===== src/rtl/alu_sequencer.sv =====
// alu_sequencer: keypad-driven two-operand calculator controller.
//
// It debounces the keypad encoder's hex code and accumulates operand A, an
// operation and operand B. On '=' it writes A to register 0 and B to
// register 1, lets the ALU settle for one cycle and then captures the
// result and the zero flag.
//
// Optional feature (compile-time macro ALU_SEQ_WRITEBACK_EN):
//   defined   - the CAPTURE state also writes alu_out to register 2.
//   undefined - register 2 is never written; each operation makes exactly
//               two register writes.
module alu_sequencer #(
    parameter int DEBOUNCE_CYCLES = 16
) (
    input  logic       clk,
    input  logic       reset,
    input  logic       key_valid,
    input  logic [3:0] key_code,
    input  logic [7:0] alu_out,
    input  logic       alu_zero,
    output logic       reg_we,
    output logic [1:0] reg_wr_addr,
    output logic [7:0] reg_wr_data,
    output logic [1:0] reg_rd_a,
    output logic [1:0] reg_rd_b,
    output logic [1:0] alu_sel,
    output logic [7:0] result,
    output logic       zero,
    output logic       busy,
    output logic       done
);

    typedef enum logic [2:0] {
        ENTER_A = 3'd0,
        ENTER_B = 3'd1,
        WR_A    = 3'd2,
        WR_B    = 3'd3,
        EXEC    = 3'd4,
        CAPTURE = 3'd5,
        SHOW    = 3'd6
    } state_t;

    // Register-bank slots used by the sequence.
    localparam logic [1:0] ADDR_OPA = 2'd0;
    localparam logic [1:0] ADDR_OPB = 2'd1;
`ifdef ALU_SEQ_WRITEBACK_EN
    localparam logic [1:0] ADDR_RES = 2'd2;
`endif

    // The accept fires in the cycle the stable count would reach its target,
    // i.e. when the stored count is one short of it.
    localparam logic [7:0] DB_TARGET = 8'(DEBOUNCE_CYCLES);
    localparam logic [7:0] DB_LAST   = 8'(DEBOUNCE_CYCLES - 1);

    // ------------------------------------------------------------------
    // Debounce state
    // ------------------------------------------------------------------
    logic [3:0] prev_code;
    logic       prev_valid;
    logic [7:0] stable_cnt;
    logic       released;
    logic       stable;
    logic       accept;

    // ------------------------------------------------------------------
    // Key classification (only meaningful when accept is high)
    // ------------------------------------------------------------------
    logic       key_is_digit;
    logic       key_is_op;
    logic       key_is_eq;
    logic       key_is_clr;
    logic [1:0] key_op;

    // ------------------------------------------------------------------
    // Sequencer state and operands
    // ------------------------------------------------------------------
    state_t     state;
    state_t     state_next;
    logic [7:0] op_a;
    logic [7:0] op_a_next;
    logic [7:0] op_b;
    logic [7:0] op_b_next;
    logic [1:0] op;
    logic [1:0] op_next;

    // A cycle is stable when the key was held in the previous cycle too and
    // the code did not change in between.
    assign stable = key_valid && prev_valid && (key_code == prev_code);
    assign accept = stable && released && (stable_cnt == DB_LAST);

    // Debounce: count stable cycles, fire once per press, re-arm on release.
    always_ff @(posedge clk) begin
        // NOTE: sequential state uses non-blocking assignments so every
        // register samples the pre-edge values of the others.
        if (reset) begin
            prev_code  <= 4'h0;
            prev_valid <= 1'b0;
            stable_cnt <= 8'd0;
            released   <= 1'b1;
        end else begin
            prev_code  <= key_code;
            prev_valid <= key_valid;

            if (stable) begin
                // Saturate so a long hold cannot wrap round to a new accept.
                if (stable_cnt != DB_TARGET) begin
                    stable_cnt <= stable_cnt + 8'd1;
                end
            end else begin
                stable_cnt <= 8'd0;
            end

            if (!key_valid) begin
                released <= 1'b1;
            end else if (accept) begin
                released <= 1'b0;
            end
        end
    end

    // Decode the accepted key into digit / operation / '=' / clear.
    always_comb begin
        key_is_digit = (key_code <= 4'h9);
        key_is_op    = (key_code >= 4'hA) && (key_code <= 4'hD);
        key_is_eq    = (key_code == 4'hE);
        key_is_clr   = (key_code == 4'hF);
        // 0xA..0xD map to 0..3: adding 2 to the low bits wraps modulo 4.
        key_op       = key_code[1:0] + 2'd2;
    end

    // Next-state, operand update and datapath-control decode.
    always_comb begin
        // NOTE: every variable gets a default first so no path through the
        // case statement leaves one unassigned and infers a latch.
        state_next  = state;
        op_a_next   = op_a;
        op_b_next   = op_b;
        op_next     = op;

        reg_we      = 1'b0;
        reg_wr_addr = ADDR_OPA;
        reg_wr_data = 8'h00;
        reg_rd_a    = 2'd0;
        reg_rd_b    = 2'd0;
        alu_sel     = 2'd0;
        busy        = 1'b0;

        case (state)
            ENTER_A: begin
                if (accept) begin
                    if (key_is_digit) begin
                        op_a_next = {op_a[3:0], key_code};
                    end else if (key_is_op) begin
                        op_next    = key_op;
                        op_b_next  = 8'h00;
                        state_next = ENTER_B;
                    end else if (key_is_clr) begin
                        op_a_next  = 8'h00;
                        op_b_next  = 8'h00;
                        op_next    = 2'd0;
                        state_next = ENTER_A;
                    end
                    // '=' without a pending operation is ignored.
                end
            end

            ENTER_B: begin
                if (accept) begin
                    if (key_is_digit) begin
                        op_b_next = {op_b[3:0], key_code};
                    end else if (key_is_op) begin
                        op_next = key_op;
                    end else if (key_is_eq) begin
                        state_next = WR_A;
                    end else if (key_is_clr) begin
                        op_a_next  = 8'h00;
                        op_b_next  = 8'h00;
                        op_next    = 2'd0;
                        state_next = ENTER_A;
                    end
                end
            end

            WR_A: begin
                busy        = 1'b1;
                reg_we      = 1'b1;
                reg_wr_addr = ADDR_OPA;
                reg_wr_data = op_a;
                state_next  = WR_B;
            end

            WR_B: begin
                busy        = 1'b1;
                reg_we      = 1'b1;
                reg_wr_addr = ADDR_OPB;
                reg_wr_data = op_b;
                state_next  = EXEC;
            end

            EXEC: begin
                // One settle cycle for the register-bank read and the ALU.
                busy       = 1'b1;
                reg_rd_a   = ADDR_OPA;
                reg_rd_b   = ADDR_OPB;
                alu_sel    = op;
                state_next = CAPTURE;
            end

            CAPTURE: begin
                // Read addresses and select stay put while the result is taken.
                busy       = 1'b1;
                reg_rd_a   = ADDR_OPA;
                reg_rd_b   = ADDR_OPB;
                alu_sel    = op;
`ifdef ALU_SEQ_WRITEBACK_EN
                reg_we      = 1'b1;
                reg_wr_addr = ADDR_RES;
                reg_wr_data = alu_out;
`endif
                state_next = SHOW;
            end

            SHOW: begin
                if (accept) begin
                    if (key_is_digit) begin
                        // A digit starts a fresh calculation.
                        op_a_next  = {4'h0, key_code};
                        op_b_next  = 8'h00;
                        state_next = ENTER_A;
                    end else if (key_is_op) begin
                        // Chaining: the shown result becomes operand A.
                        op_a_next  = result;
                        op_next    = key_op;
                        op_b_next  = 8'h00;
                        state_next = ENTER_B;
                    end else if (key_is_clr) begin
                        op_a_next  = 8'h00;
                        op_b_next  = 8'h00;
                        op_next    = 2'd0;
                        state_next = ENTER_A;
                    end
                end
            end

            default: begin
                state_next = ENTER_A;
            end
        endcase
    end

    // State, operand and result registers.
    always_ff @(posedge clk) begin
        if (reset) begin
            state  <= ENTER_A;
            op_a   <= 8'h00;
            op_b   <= 8'h00;
            op     <= 2'd0;
            result <= 8'h00;
            zero   <= 1'b0;
            done   <= 1'b0;
        end else begin
            state <= state_next;
            op_a  <= op_a_next;
            op_b  <= op_b_next;
            op    <= op_next;

            // Capturing on the CAPTURE edge makes result and done appear
            // together in the following cycle.
            done <= (state == CAPTURE);
            if (state == CAPTURE) begin
                result <= alu_out;
                zero   <= alu_zero;
            end
        end
    end

endmodule


===== config.mk =====
export PLATFORM = sky130hd
export DESIGN_NAME = alu_sequencer
export DESIGN_NICKNAME = d
export VERILOG_FILES = /design/src/rtl/alu_sequencer.sv
export SDC_FILE = /design/constraint.sdc
export NUM_CORES = 1
export LEC_CHECK = 0
export CAP_MARGIN = 5
export CELL_PAD_IN_SITES_DETAIL_PLACEMENT = 1
export CELL_PAD_IN_SITES_GLOBAL_PLACEMENT = 1
export CORE_ASPECT_RATIO = 0.8
export CORE_MARGIN = 2
export CORE_UTILIZATION = 34
export DETAILED_ROUTE_END_ITERATION = 6
export GPL_ROUTABILITY_DRIVEN = 0
export GPL_TIMING_DRIVEN = 0
export PLACE_DENSITY_LB_ADDON = 0.1
export SETUP_SLACK_MARGIN = 0.05
export SYNTH_ARGS = -nofsm -noshare
export SYNTH_HDL_FRONTEND = slang
export SYNTH_SLANG_ARGS = --single-unit

===== constraint.sdc =====
create_clock -name clk -period 2.3 [get_ports clk]
set_input_delay 0.46 -clock clk [delete_from_list [all_inputs] [get_ports clk]]
set_output_delay 0.46 -clock clk [all_outputs]
set_load 0.01 [all_outputs]

==> impl_metrics.py, run 1 <==
metrics = {
    "critical_path": {
        "setup.worst_path.start_class": "flip-flop",
        "startpoint": "stable_cnt[5]",
        "cp-end-kind": "flip-flop",
        "cp.arrival_ns": 2.49,
        "ff2ff_setup_slack_ns": 0.04,
        "critPathRequiredTime_ns": 2.53,
        "timing.rr.end": "op[1]",
        "r2r_start": "stable_cnt[5]",
        "reg2reg_depth": 5,
        "path_class": "reg -> reg",
        "cp_max_fo": 5,
    },
    "timing": {
        "post-route-min-period_ns": 2.26,
        "fin_crit_sh": 0.981,
        "finalSetupViolCount": 0,
        "finalMaxSlewViolations": 0,
        "clock.fmax_mhz": 443,
        "hold_violations": 0,
        "finClkSkew_ns": 0.00594,
        "worst_slew_pin_slew_ns": 0.807,
        "hold_slack_ns": 0.469,
        "rsz0062_at_grt": "yes",
        "maxSlewHeadroom": 0.457,
    },
    "clock_tree": {
        "cts-buffers-inserted": 5,
        "clkTransAtPathRegs_ns": 0.09,
        "hold_buffers": 0,
        "cts_tree": "yes",
        "clock-sinks": 45,
        "cts.root.buffer_cell": "clkbuf_8",
        "cts_max_level": 2,
        "cts_buffer_depth": 2,
        "clk_latency_ns": 0.30,
    },
    "logic_synthesis": {
        "yosys_warnings": 0,
        "syn-instance-count": 262,
        "synthArstFlopShare": 0,
        "synth_commonest_cells": "45 x dfxtp_1, 26 x nand2_1, 24 x nor2_1",
        "synth_seq_area_share": 0.404,
        "yosysTopAreaCell": "dfxtp_1",
        "synth_area_leaders": "dfxtp_1 40%, a22o_1 8.6%, mux2i_1 5.4%, nand2_1 4.4%, nand3_1 4.0%",
        "synth-seq-cells": 45,
        "syn_area_per_cell_um2": 8.51,
        "synth.most_common_cell": "dfxtp_1",
        "yosysTopAreaCellShare": 0.404,
        "ys.flop_type": "dfxtp_1",
        "synth_cell_types": 44,
        "synth_edf_count": 0,
        "synth_area_um2": 2230,
    },
    "floorplan": {
        "die_w_um": 94.6,
        "rows": 26,
        "dieArea_um2": 7230,
        "core-area_um2": 6380,
        "initial_utilization": 0.350,
        "die-height_um": 76.5,
        "io_pins": 44,
    },
    "placement": {
        "placed_area_um2": 2730,
        "io_buffers": 38,
        "dp_hpwl_um": 4700,
    },
    "global_route": {
        "grt_pass1_vias": 2195,
        "antenna_found_initial": 0,
        "grt_max_degree": 14,
        "grt_pass1_wl_um": 11200,
        "grtUsageTotal": 0.197,
        "grt_overflow": 0,
    },
    "detailed_routing": {
        "first_pass_iters": 4,
        "ant_nets": 0,
        "drt_iter0_markers": 120,
        "drc": 0,
        "routed_via_density": 5.32,
        "wire_per_inst_um": 16.7,
        "wirelength_um": 6770,
        "vias": 2153,
    },
    "layout": {
        "drive_above_1_share": 0.168,
        "area_delta_synth_final_pct": 39.5,
        "fin_nets": 340,
        "n_antenna_cell": 0,
        "n_fill_cell": 761,
        "final_area_um2": 3110,
    },
    "power": {
        "p_per_area_nw_per_um2": 495,
        "p_leak_nw": 1.20,
        "irDropWorstVdd_mv": 0.233,
    },
    "run": {
        "drv_cap": 0,
    },
    "hold_path": {
        "worstHoldPathType": "reg -> reg",
        "holdPathStages": 2,
        "hold_end": "zero",
        "min_from": "zero",
    },
    "status": {
        "status": "finished clean",
    },
}
==> layout make-up <==
class	instances	area, um^2	area share
tap	84	105	0.0338
timing repair buffer	48	458	0.147
inverter	9	33.8	0.0109
clock buffer	7	86.3	0.0277
sequential	45	907	0.291
buffer	17	131	0.0422
multi-input combinational	194	1360	0.437
clock inverter	1	30.0	0.00965
==> per-stage QoR <==
step | setup WS [ns] | instances | util | total power, W | setup TNS (ns)
final | 0.0426 | 405 | 0.488 | 0.00154 | 0
after global placement | -0.902 | 387 | 0.428 | 0.000912 | -21.14
after CTS | -0.0695 | 403 | 0.478 | 0.00155 | -0.0766
after global routing | 0.00887 | 405 | 0.488 | 0.00159 | 0
after floorplan | 0.0622 | 265 | - | 0.000865 | 0
after detailed placement | -0.959 | 387 | 0.428 | 0.000913 | -22.61
==> worst max path at each step <==
stage / end / slack (ns) / cells past startpoint
CTS: op[1] / -0.07 / 5
detailed placement: op_b[5] / -0.96 / 7
global route: op[1] / 0.009 / 5
global placement: op_b[6] / -0.90 / 7
floorplan: op[1] / 0.06 / 6
finish: op[1] / 0.04 / 5
==> metal layers <==
layer | routed length (um) | GRT usage | up-vias | part of all wire
met4 | 97 | 0.0565 | 0 | 0.014
li1 | - | - | 1049 | -
met2 | 3040 | 0.298 | 69 | 0.45
met3 | 365 | 0.0336 | 10 | 0.054
met5 | 0 | 0 | - | 0
met1 | 3270 | 0.288 | 1025 | 0.48
==> cell families after synthesis <==
kind of cell               synth area share
adders and majority gates            0.0224
other                               0.00168
AOI/OAI and AO/OA                     0.200
buffers and inverters                0.0527
and+or+nand+nor                       0.223
xor gates and xnor gates             0.0432
muxes                                0.0538
DFF                                   0.404
==> placed cells by master (no fill, tap or decap), types with 4 or more instances in the layout <==
cell / netlist / final
a21oi_1: 15 / 14
a22o_1: 22 / 22
and2_1: 4 / 4
buf_4: 5 / 15
clkbuf_1: 9 / 4
clkbuf_8: 0 / 8
clkdlybuf4s50_1: 0 / 25
conb_1: 1 / 4
dfxtp_1: 45 / 42
dlygate4sd2_1: 0 / 8
dlymetal6s2s_1: 0 / 5
inv_1: 9 / 9
mux2i_1: 12 / 12
nand2_1: 26 / 25
nand3_1: 18 / 15
nor2_1: 24 / 24
nor2b_1: 7 / 6
nor3_1: 5 / 5
o21ai_0: 8 / 7
xnor2_1: 8 / 7
==> worst max-delay path, cell delays in order, from the launching register on <==
cell,delay (ns)
dfxtp_4,0.35
or3_4,0.38
or3_4,0.34
or4_4,0.46
or4_4,0.54
a21oi_2,0.13
==> report_power, final <==
group          switching (W)  internal [W]  total, W
clock               0.000271      0.000355  0.000625
combinational      0.0000721     0.0000589  0.000131
sequential        0.00000259      0.000782  0.000784
==> what timing repair did <==
item | CTS | global route
endpoints found under the setup margin | 37 | 25
pin swaps | 12 | 3
setup buffers | 8 | 2
gates cloned | 0 | 0
gates resized for setup | 46 | 17
==> state kept, by name, indices dropped and copies added (netlist names) <==
signal	cells
result	8
prev_code	4
prev_valid	1
stable_cnt	8
op_b	8
op	2
released	1
done	1
state	3
op_a	8
zero	1
Note: power is estimated with default switching activity, not from simulation.
==> inputs of run 2 (changes only) <==
--- a/config.mk
+++ b/config.mk
@@ -5,7 +5,6 @@
 export SDC_FILE = /design/constraint.sdc
 export NUM_CORES = 1
 export LEC_CHECK = 0
-export CAP_MARGIN = 5
 export CELL_PAD_IN_SITES_DETAIL_PLACEMENT = 1
 export CELL_PAD_IN_SITES_GLOBAL_PLACEMENT = 1
 export CORE_ASPECT_RATIO = 0.8
==> results of run 2 <==
Final layout, timing and power as in run 1 (identical DEF).
